===== src/rtl/i_cache_pkg.sv =====
// Shared geometry for the direct-mapped instruction cache: widths, address
// field positions and the line-base helper.
package i_cache_pkg;

    localparam int VIRT_ADDR_WIDTH         = 32;
    localparam int ICACHE_NLINES           = 4;
    localparam int ICACHE_LINE_WIDTH       = 128;
    localparam int ICACHE_BYTEINLINE_WIDTH = 4;
    localparam int ICACHE_INDEX_WIDTH      = 2;
    localparam int ICACHE_TAG_WIDTH        = 26;

    localparam int WORD_WIDTH      = 32;
    localparam int WORDS_PER_LINE  = ICACHE_LINE_WIDTH / WORD_WIDTH;
    localparam int WORD_SEL_WIDTH  = 2;

    // Address field bit positions: tag | index | word | byte
    localparam int WORD_LSB  = 2;
    localparam int WORD_MSB  = WORD_LSB + WORD_SEL_WIDTH - 1;
    localparam int INDEX_LSB = ICACHE_BYTEINLINE_WIDTH;
    localparam int INDEX_MSB = INDEX_LSB + ICACHE_INDEX_WIDTH - 1;
    localparam int TAG_LSB   = INDEX_LSB + ICACHE_INDEX_WIDTH;
    localparam int TAG_MSB   = VIRT_ADDR_WIDTH - 1;

    function automatic logic [VIRT_ADDR_WIDTH-1:0] line_base(
        input logic [VIRT_ADDR_WIDTH-1:0] a
    );
        return {a[VIRT_ADDR_WIDTH-1:ICACHE_BYTEINLINE_WIDTH], {ICACHE_BYTEINLINE_WIDTH{1'b0}}};
    endfunction

endpackage


===== src/rtl/i_cache_imem.sv =====
// Combinational instruction ROM: every aligned word holds its own byte address,
// so a line is the four consecutive word addresses starting at its base.
module imem_rom
    import i_cache_pkg::*;
(
    input  logic [VIRT_ADDR_WIDTH-1:0]   line_base,
    output logic [ICACHE_LINE_WIDTH-1:0] line
);

    for (genvar w = 0; w < WORDS_PER_LINE; w++) begin : g_word
        assign line[w*WORD_WIDTH +: WORD_WIDTH] = line_base + VIRT_ADDR_WIDTH'(4 * w);
    end

endmodule


===== src/rtl/i_cache.sv =====
// Direct-mapped read-only instruction cache. Lookup is combinational; a miss
// with wrt_en set allocates the line from the ROM at the next rising edge.
module i_cache
    import i_cache_pkg::*;
(
    input  logic                       clk,
    input  logic                       reset,
    input  logic                       wrt_en,
    input  logic [VIRT_ADDR_WIDTH-1:0] addr,
    output logic [WORD_WIDTH-1:0]      instr,
    output logic                       cache_hit
);

    logic [ICACHE_TAG_WIDTH-1:0]   tag_arr  [ICACHE_NLINES];
    logic [ICACHE_LINE_WIDTH-1:0]  data_arr [ICACHE_NLINES];
    logic [ICACHE_NLINES-1:0]      valid;

    logic [ICACHE_TAG_WIDTH-1:0]   addr_tag;
    logic [ICACHE_INDEX_WIDTH-1:0] idx;
    logic [WORD_SEL_WIDTH-1:0]     word;
    logic [ICACHE_LINE_WIDTH-1:0]  rom_line;
    logic                          fill;
    logic                          unused_addr;

    assign addr_tag    = addr[TAG_MSB:TAG_LSB];
    assign idx         = addr[INDEX_MSB:INDEX_LSB];
    assign word        = addr[WORD_MSB:WORD_LSB];
    assign unused_addr = ^addr[WORD_LSB-1:0];

    imem_rom u_rom (
        .line_base (line_base(addr)),
        .line      (rom_line)
    );

    assign cache_hit = valid[idx] && (tag_arr[idx] == addr_tag);
    assign instr     = cache_hit ? data_arr[idx][{word, 5'b0} +: WORD_WIDTH] : '0;
    assign fill      = wrt_en && !cache_hit;

    always_ff @(posedge clk or negedge reset) begin
        if (!reset)
            valid <= '0;
        else if (fill)
            valid[idx] <= 1'b1;
    end

    // Data/tag are not reset and may be written while reset is held; that is
    // harmless because the line stays invalid until a later fill rewrites it.
    always_ff @(posedge clk) begin
        if (fill) begin
            data_arr[idx] <= rom_line;
            tag_arr[idx]  <= addr_tag;
        end
    end

endmodule


===== config.mk =====
export PLATFORM = sky130hd
export DESIGN_NAME = i_cache
export DESIGN_NICKNAME = d
export VERILOG_FILES = /design/src/rtl/i_cache_pkg.sv /design/src/rtl/i_cache_imem.sv /design/src/rtl/i_cache.sv
export SDC_FILE = /design/constraint.sdc
export NUM_CORES = 1
export LEC_CHECK = 0
export ABC_AREA = 0
export ABC_CLOCK_PERIOD_IN_PS = 4700
export BUFFER_PORTS_ARGS = -buffer_cell sky130_fd_sc_hd__buf_2
export CAP_MARGIN = 20
export CORE_MARGIN = 3
export CORE_UTILIZATION = 45
export DETAILED_ROUTE_END_ITERATION = 8
export SKIP_CTS_REPAIR_TIMING = 1
export SYNTH_ARGS = -nofsm -noshare
export SYNTH_HDL_FRONTEND = slang
export SYNTH_SLANG_ARGS = --single-unit

===== constraint.sdc =====
create_clock -name clk -period 4.7 [get_ports clk]
set_input_delay 0.235 -clock clk [delete_from_list [all_inputs] [get_ports clk]]
set_output_delay 0.235 -clock clk [all_outputs]
set_load 0.01 [all_outputs]

## Word-level counts from Yosys, hierarchy flattened

Memory sizes are Yosys's and may differ from the RTL's.
Index checks and enable logic that the tools add are counted.

| cells by class | value |
|---|---|
| reduce and logical (&&, ||, !) cells | 4 |
| muxes and demuxes | 7 |
| bitwise gates (word level) | 1 |
| shifts and indexed selects | 1 |
| equality and inequality tests | 1 |
| order comparisons | 2 |
| add/subtract/negate cells | 3 |

Operator list:

| cell | count |
|---|---|
| 128-bit by 8-bit indexed part select with 32-bit output | 1 |
| 32-bit by 4-bit adder with 32-bit output (second input constant) | 2 |
| 32-bit by 3-bit adder with 32-bit output (second input constant) | 1 |
| 32-bit 2-to-1 mux | 1 |
| 26-bit == test | 1 |
| 1-bit 2-to-1 mux | 4 |
| 4-bit OR | 1 |
| 1-bit logical AND | 3 |
| 2-bit by 3-bit < comparator with 1-bit output (second input constant) | 1 |
| 1-bit binary-select mux with 2-bit select | 1 |
| 1-bit demux with 2-bit select | 1 |
| 2-bit by 1-bit greater-or-equal comparator with 1-bit output (second input constant) | 1 |
| 1-bit zero test | 1 |

| storage, ports and cells | value |
|---|---|
| RAM bits | 600 |
| flip-flop bits (word level) | 4 |
| word-level logic and storage cells | 22 |
| output and inout port bits | 33 |
| memories kept | 2 |
| input port bits | 35 |

Memories:

| name | depth | width | read ports | clocked after Yosys merged registers in | write ports | line | source |
|---|---|---|---|---|---|---|---|
| data_arr | 4 | 124 | 1 | 0 | 1 | i_cache.sv:15 | `logic [ICACHE_LINE_WIDTH-1:0] data_arr [ICACHE_NLINES];` |
| tag_arr | 4 | 26 | 1 | 0 | 1 | i_cache.sv:14 | `logic [ICACHE_TAG_WIDTH-1:0] tag_arr [ICACHE_NLINES];` |

## Logic depth before layout (Yosys ltp)

| logic depth | value |
|---|---|
| depth in word-level cells | 7 |
| depth in mapped cells | 10 |
| gate-level depth less buffers | 5 |

## Hierarchy

Synthesis repeated with hierarchy kept, for this count alone.

| second synthesis, totals | value |
|---|---|
| cells, all modules | 1,259 |
| area total of the unflattened synthesis | 25,883.6 um^2 |

Modules (own cells, without submodules):

| module | instances | cells each | area each (um^2) | sequential area each (um^2) |
|---|---|---|---|---|
| i_cache | 1 | 969 | 23,892.9 | 18,597.8 |
| imem_rom | 1 | 290 | 1,990.7 | 0.0 |

## Worst setup path after synthesis

Ideal clock, no wire load.

| timing | value |
|---|---|
| path type | input-to-reg |
| from | in addr[4] |
| to | mem data_arr[0][91] in the netlist's numbering, enable pin |
| stages on the path | 8 |
| data required time | 4.270 ns |
| setup time | 0.430 ns |
| buffers on the path | 3 |
| data arrival time | 3.184 ns |
| path slack | 1.086 ns |
| path through | buf_6 > buf_12 > mux4_1 > xnor2_1 > nand4_1 > a2111oi_4 > buf_6 > a31oi_1 |

| between the ends | value |
|---|---|
| longest elaborated chain between the ends | 7 |
| elaborated cells between the ends (all ways) | 9 |
| classes of those cells | eq/ne (1); mux (4); reduce/logical (3); memory (1) |

Ends and longest elaborated chain:

| what | line | source |
|---|---|---|
| start: declaration | i_cache.sv:9 | `input logic [VIRT_ADDR_WIDTH-1:0] addr,` |
| memory 4 x 26 bit / 1-bit binary-select mux with 2-bit select (equally long branches) | -- |  |
| 26-bit == test / 1-bit 2-to-1 mux (equally long branches) | i_cache.sv:35 | `assign cache_hit = valid[idx] && (tag_arr[idx] == addr_tag);` |
| 1-bit logical AND | i_cache.sv:35 |  |
| 1-bit zero test | i_cache.sv:37 | `assign fill = wrt_en && !cache_hit;` |
| 1-bit logical AND | i_cache.sv:37 |  |
| 1-bit 2-to-1 mux | i_cache.sv:49 | `if (fill) begin` |
| 1-bit 2-to-1 mux (implied by the code) | i_cache.sv:50 | `data_arr[idx] <= rom_line;` |
| end: declaration | i_cache.sv:15 |  |

Parallel ways exist; a longest one is shown, timed or not. The select of a mux whose other input is x is not followed.

## Worst setup path in the final report

| timing | value |
|---|---|
| from | in addr[5] |
| to | out instr[5] |

| between the ends | value |
|---|---|
| longest elaborated chain between the ends | 4 |
| elaborated cells between the ends (all ways) | 8 |
| classes of those cells | eq/ne (1); shift (1); mux (3); reduce/logical (1); memory (2) |

Ends and longest elaborated chain:

| what | line | source |
|---|---|---|
| parallel branches: the longest is 3 deep, another holds memory 4 x 124 bit | -- |  |
| 32-bit 2-to-1 mux (*) | i_cache.sv:36 | `assign instr = cache_hit ? data_arr[idx][{word, 5'b0} +: WORD_WIDTH] : '0;` |
| end: declaration | i_cache.sv:10 | `output logic [WORD_WIDTH-1:0] instr,` |

Every way passes the cells marked *. The select of a mux whose other input is x is not followed.

==> impl_results.md <==
* Initial antenna violation count at 0
* Clock root cell: clkbuf_16
* FF+latch count, synth at 116
* Worst setup path start: addr[5]
* Ys async rst share at under 10%
* Worst setup path endpoint: instr[5]
* Initial Util at between 40% and 50%
* Area growth syn-to-layout at 20.5%
* CTS tree: done
* Status: finished clean
* Sw Pwr at 0.533 mW
* Fillers at 891
* Setup tns final at 0 ps
* I/O pin count at roughly 70
* Adder-cell share of the synthesized area at 0%
* # Max-Cap Violations at 0
* Internal at between 2 and 2.5 mW
* Element type at the critical path end: output port
* Critical path arrival at roughly 3300 ps
* XOR/XNOR share of the synthesized area at around 3.7%
* Cells on worst reg2reg path at 7
* Crit path max fanout at 27
* Residual DRC at 0
* Rel. slew slack at between 50% and 60%
* Via density at about 5.6
* Internal reg-to-reg setup slack at 1660 ps
* Gr usage total at between 10% and 20%
* Primary FF master, synth: edfxtp_1
* Pwr Density at 419 nW/um2
* Largest net degree at the start of global routing at 42
* Clock Pin Slew Worst Setup and Hold Paths at 50 ps
* Die Height at about 110 um
* Startpoint types: input port
* Die Area at around 13,000 um2
* Synthesized area at 5220 um2
* Avg Inst Size Synth at 17.9 um2
* Synth unique cells at 43
* Tmin final at 3500 ps
* # setup viols final at 0
* WL final at between 10,000 and 15,000 um
* CTS max path bufs at 2
* Clock latency on the worst-skew pair at ~400 ps
* Syn. warnings at 0
* Post-Synthesis Cells at between 200 and 300
* H-tree depth at 4
* Chip width at 114 um
* Compound-Gate Fraction of Synth Area at 3.62%
* Final Hold Viols at 0
* Post-synth EDFFs at 112
* Fmax at 0.285 GHz
* Total core area at 11,100 um2
* Critical path type: input port to output port
* Post-route cell area at 6290 um2
* Post-DP Area at about 5700 um2
* Layout cells sized above 1 at 33.4%
* ANT nets after route at 0
* I/O Buffers at 63
* Sequential share of the synthesized area at about two thirds
* Reg-to-reg endpoint: tag_arr[2][7]
* Hold wc startpoint: addr[30]
* Hold Crit Class: input port to flop
* Drt wl/cell at a little over 20 um
* Crit path required time at 4470 ps
* Worst r2r src: tag_arr[0][16]
* Clk pwr share at around 47%
* Max IR drop VDD at roughly 0.3 mV
* Vias in the first global route at 3,003
* Sw frac at between 20 and 25%
* Final period utilization at 74.6%
* RSZ-0062 raised after global routing: false
* Mux share of post-synthesis cell area at between 10% and 20%
* Fin. max-slew vios at 0
* LEAKAGE at approximately 2.3 nW
* DRT Pass-1 Iters at 4
* Actual slew at the worst max-slew pin at 712 ps
* Grt ovf at 0
* DP HPWL at 6830 um
* Clk_skew at approximately 12 ps
* Sequential Power Share at approximately 46%
* Clock Sinks at between 100 and 150
* Row cnt at 38
* Via count at between 2,000 and 3,000
* RD Place Congestion at about 0.80
* Largest family of logic cells by synthesized area: multiplexers
* Simple logic cell fraction of the synthesized area at 7.99%
* DRT iter0 DRCs at between 100 and 150
* N_diodes at 0
* First-pass GRT wire length at 17,000 um
* Total CTS buffers at 17
* Combinational power share at 7.4%
* Final nets at ~400
final cells by class:
type / count / area [um2] / area share, %
well taps: 140 / 175 / 2.79
flip-flops and latches: 116 / 3460 / 55.1
multi-input cells: 150 / 1610 / 25.6
repair buffers: 76 / 440 / 7.00
clock buffers: 22 / 444 / 7.06
inverters: 6 / 22.5 / 0.358
clock inverters: 10 / 133 / 2.11
registers in the layout, summed over array words and instances, names as in the netlist:
signal    count
tag_arr     100
valid         4
data_arr     12
worst min-delay path by stage:
stage	end	slack, ps	cells after the start
after floorplan	valid[0]	-60	0
after global placement	valid[3]	40	1
after detailed placement	valid[3]	50	1
after CTS	valid[3]	-370	1
after global routing	tag_arr[0][2]	70	1
final	tag_arr[3][24]	80	1
cell usage after synthesis (all sizes together), types with 5 or more instances:
library cell | instances | area, um2
and4 | 24 | 210
buf | 15 | 160
clkbuf | 6 | 26.3
edfxtp | 112 | 3360
inv | 6 | 22.5
mux2i | 16 | 173
mux4 | 22 | 526
nand3 | 5 | 25.0
nand4 | 5 | 37.5
nor2 | 11 | 41.3
nor4 | 8 | 50.1
xnor2 | 18 | 158
power by group through the flow:
| stage | combinational (mW) | clock [mW] | sequential (mW) |
|---|---|---|---|
| after floorplan | 0.131 | 0 | 1.22 |
| after global placement | 0.193 | 0 | 1.22 |
| after detailed placement | 0.195 | 0 | 1.22 |
| after CTS | 0.196 | 1.27 | 1.20 |
| after global routing | 0.212 | 1.32 | 1.20 |
| final | 0.193 | 1.24 | 1.20 |
metal layers:
metal | wire length (um) | vias up | global-route usage [%]
li1 | - | 1354 | -
met1 | 4780 | 1492 | 23.8
met2 | 5310 | 56 | 28.5
met3 | 354 | 4 | 4.72
met4 | 86 | 0 | 5.21
met5 | 0 | - | 0
cell families (layout without fill, tap and decap cells):
group	Yosys count	count (layout)
AOI/OAI and AO/OA	22	22
DFF	116	116
buffers and inverters	27	114
and+or+nand+nor	62	62
muxes	42	42
other	1	2
xor gates and xnor gates	22	22
per-stage QoR:
| step | utilization, % | std cells | setup WS (ps) | hold WS (ps) | total power, mW |
|---|---|---|---|---|---|
| after floorplan | - | 293 | 1090 | -60.6 | 1.35 |
| after CTS | 56.7 | 519 | 1130 | -374 | 2.66 |
| after detailed placement | 51.5 | 487 | 950 | 48.6 | 1.41 |
| final | 56.8 | 520 | 1200 | 80.9 | 2.63 |
| after global routing | 56.8 | 520 | 951 | 67.8 | 2.74 |
| after global placement | 51.5 | 487 | 951 | 45.0 | 1.41 |
critical path: stages:
cell and delay (ps):
buf_2 550, buf_4 440, mux4_2 370, xnor2_1 190, nand4_2 170, a2111oi_4 510, buf_4 370, and4_1 260
buf_2 140
cell usage in the layout, fill, tap and decap left out, drive strengths merged, types with 6 or more instances in the layout:
| cell type | n |
|---|---|
| and4 | 24 |
| buf | 75 |
| clkbuf | 22 |
| edfxtp | 112 |
| inv | 6 |
| mux2i | 16 |
| mux4 | 22 |
| nor2 | 11 |
| nor4 | 8 |
| xnor2 | 18 |
(Power assumes the default switching activity.)
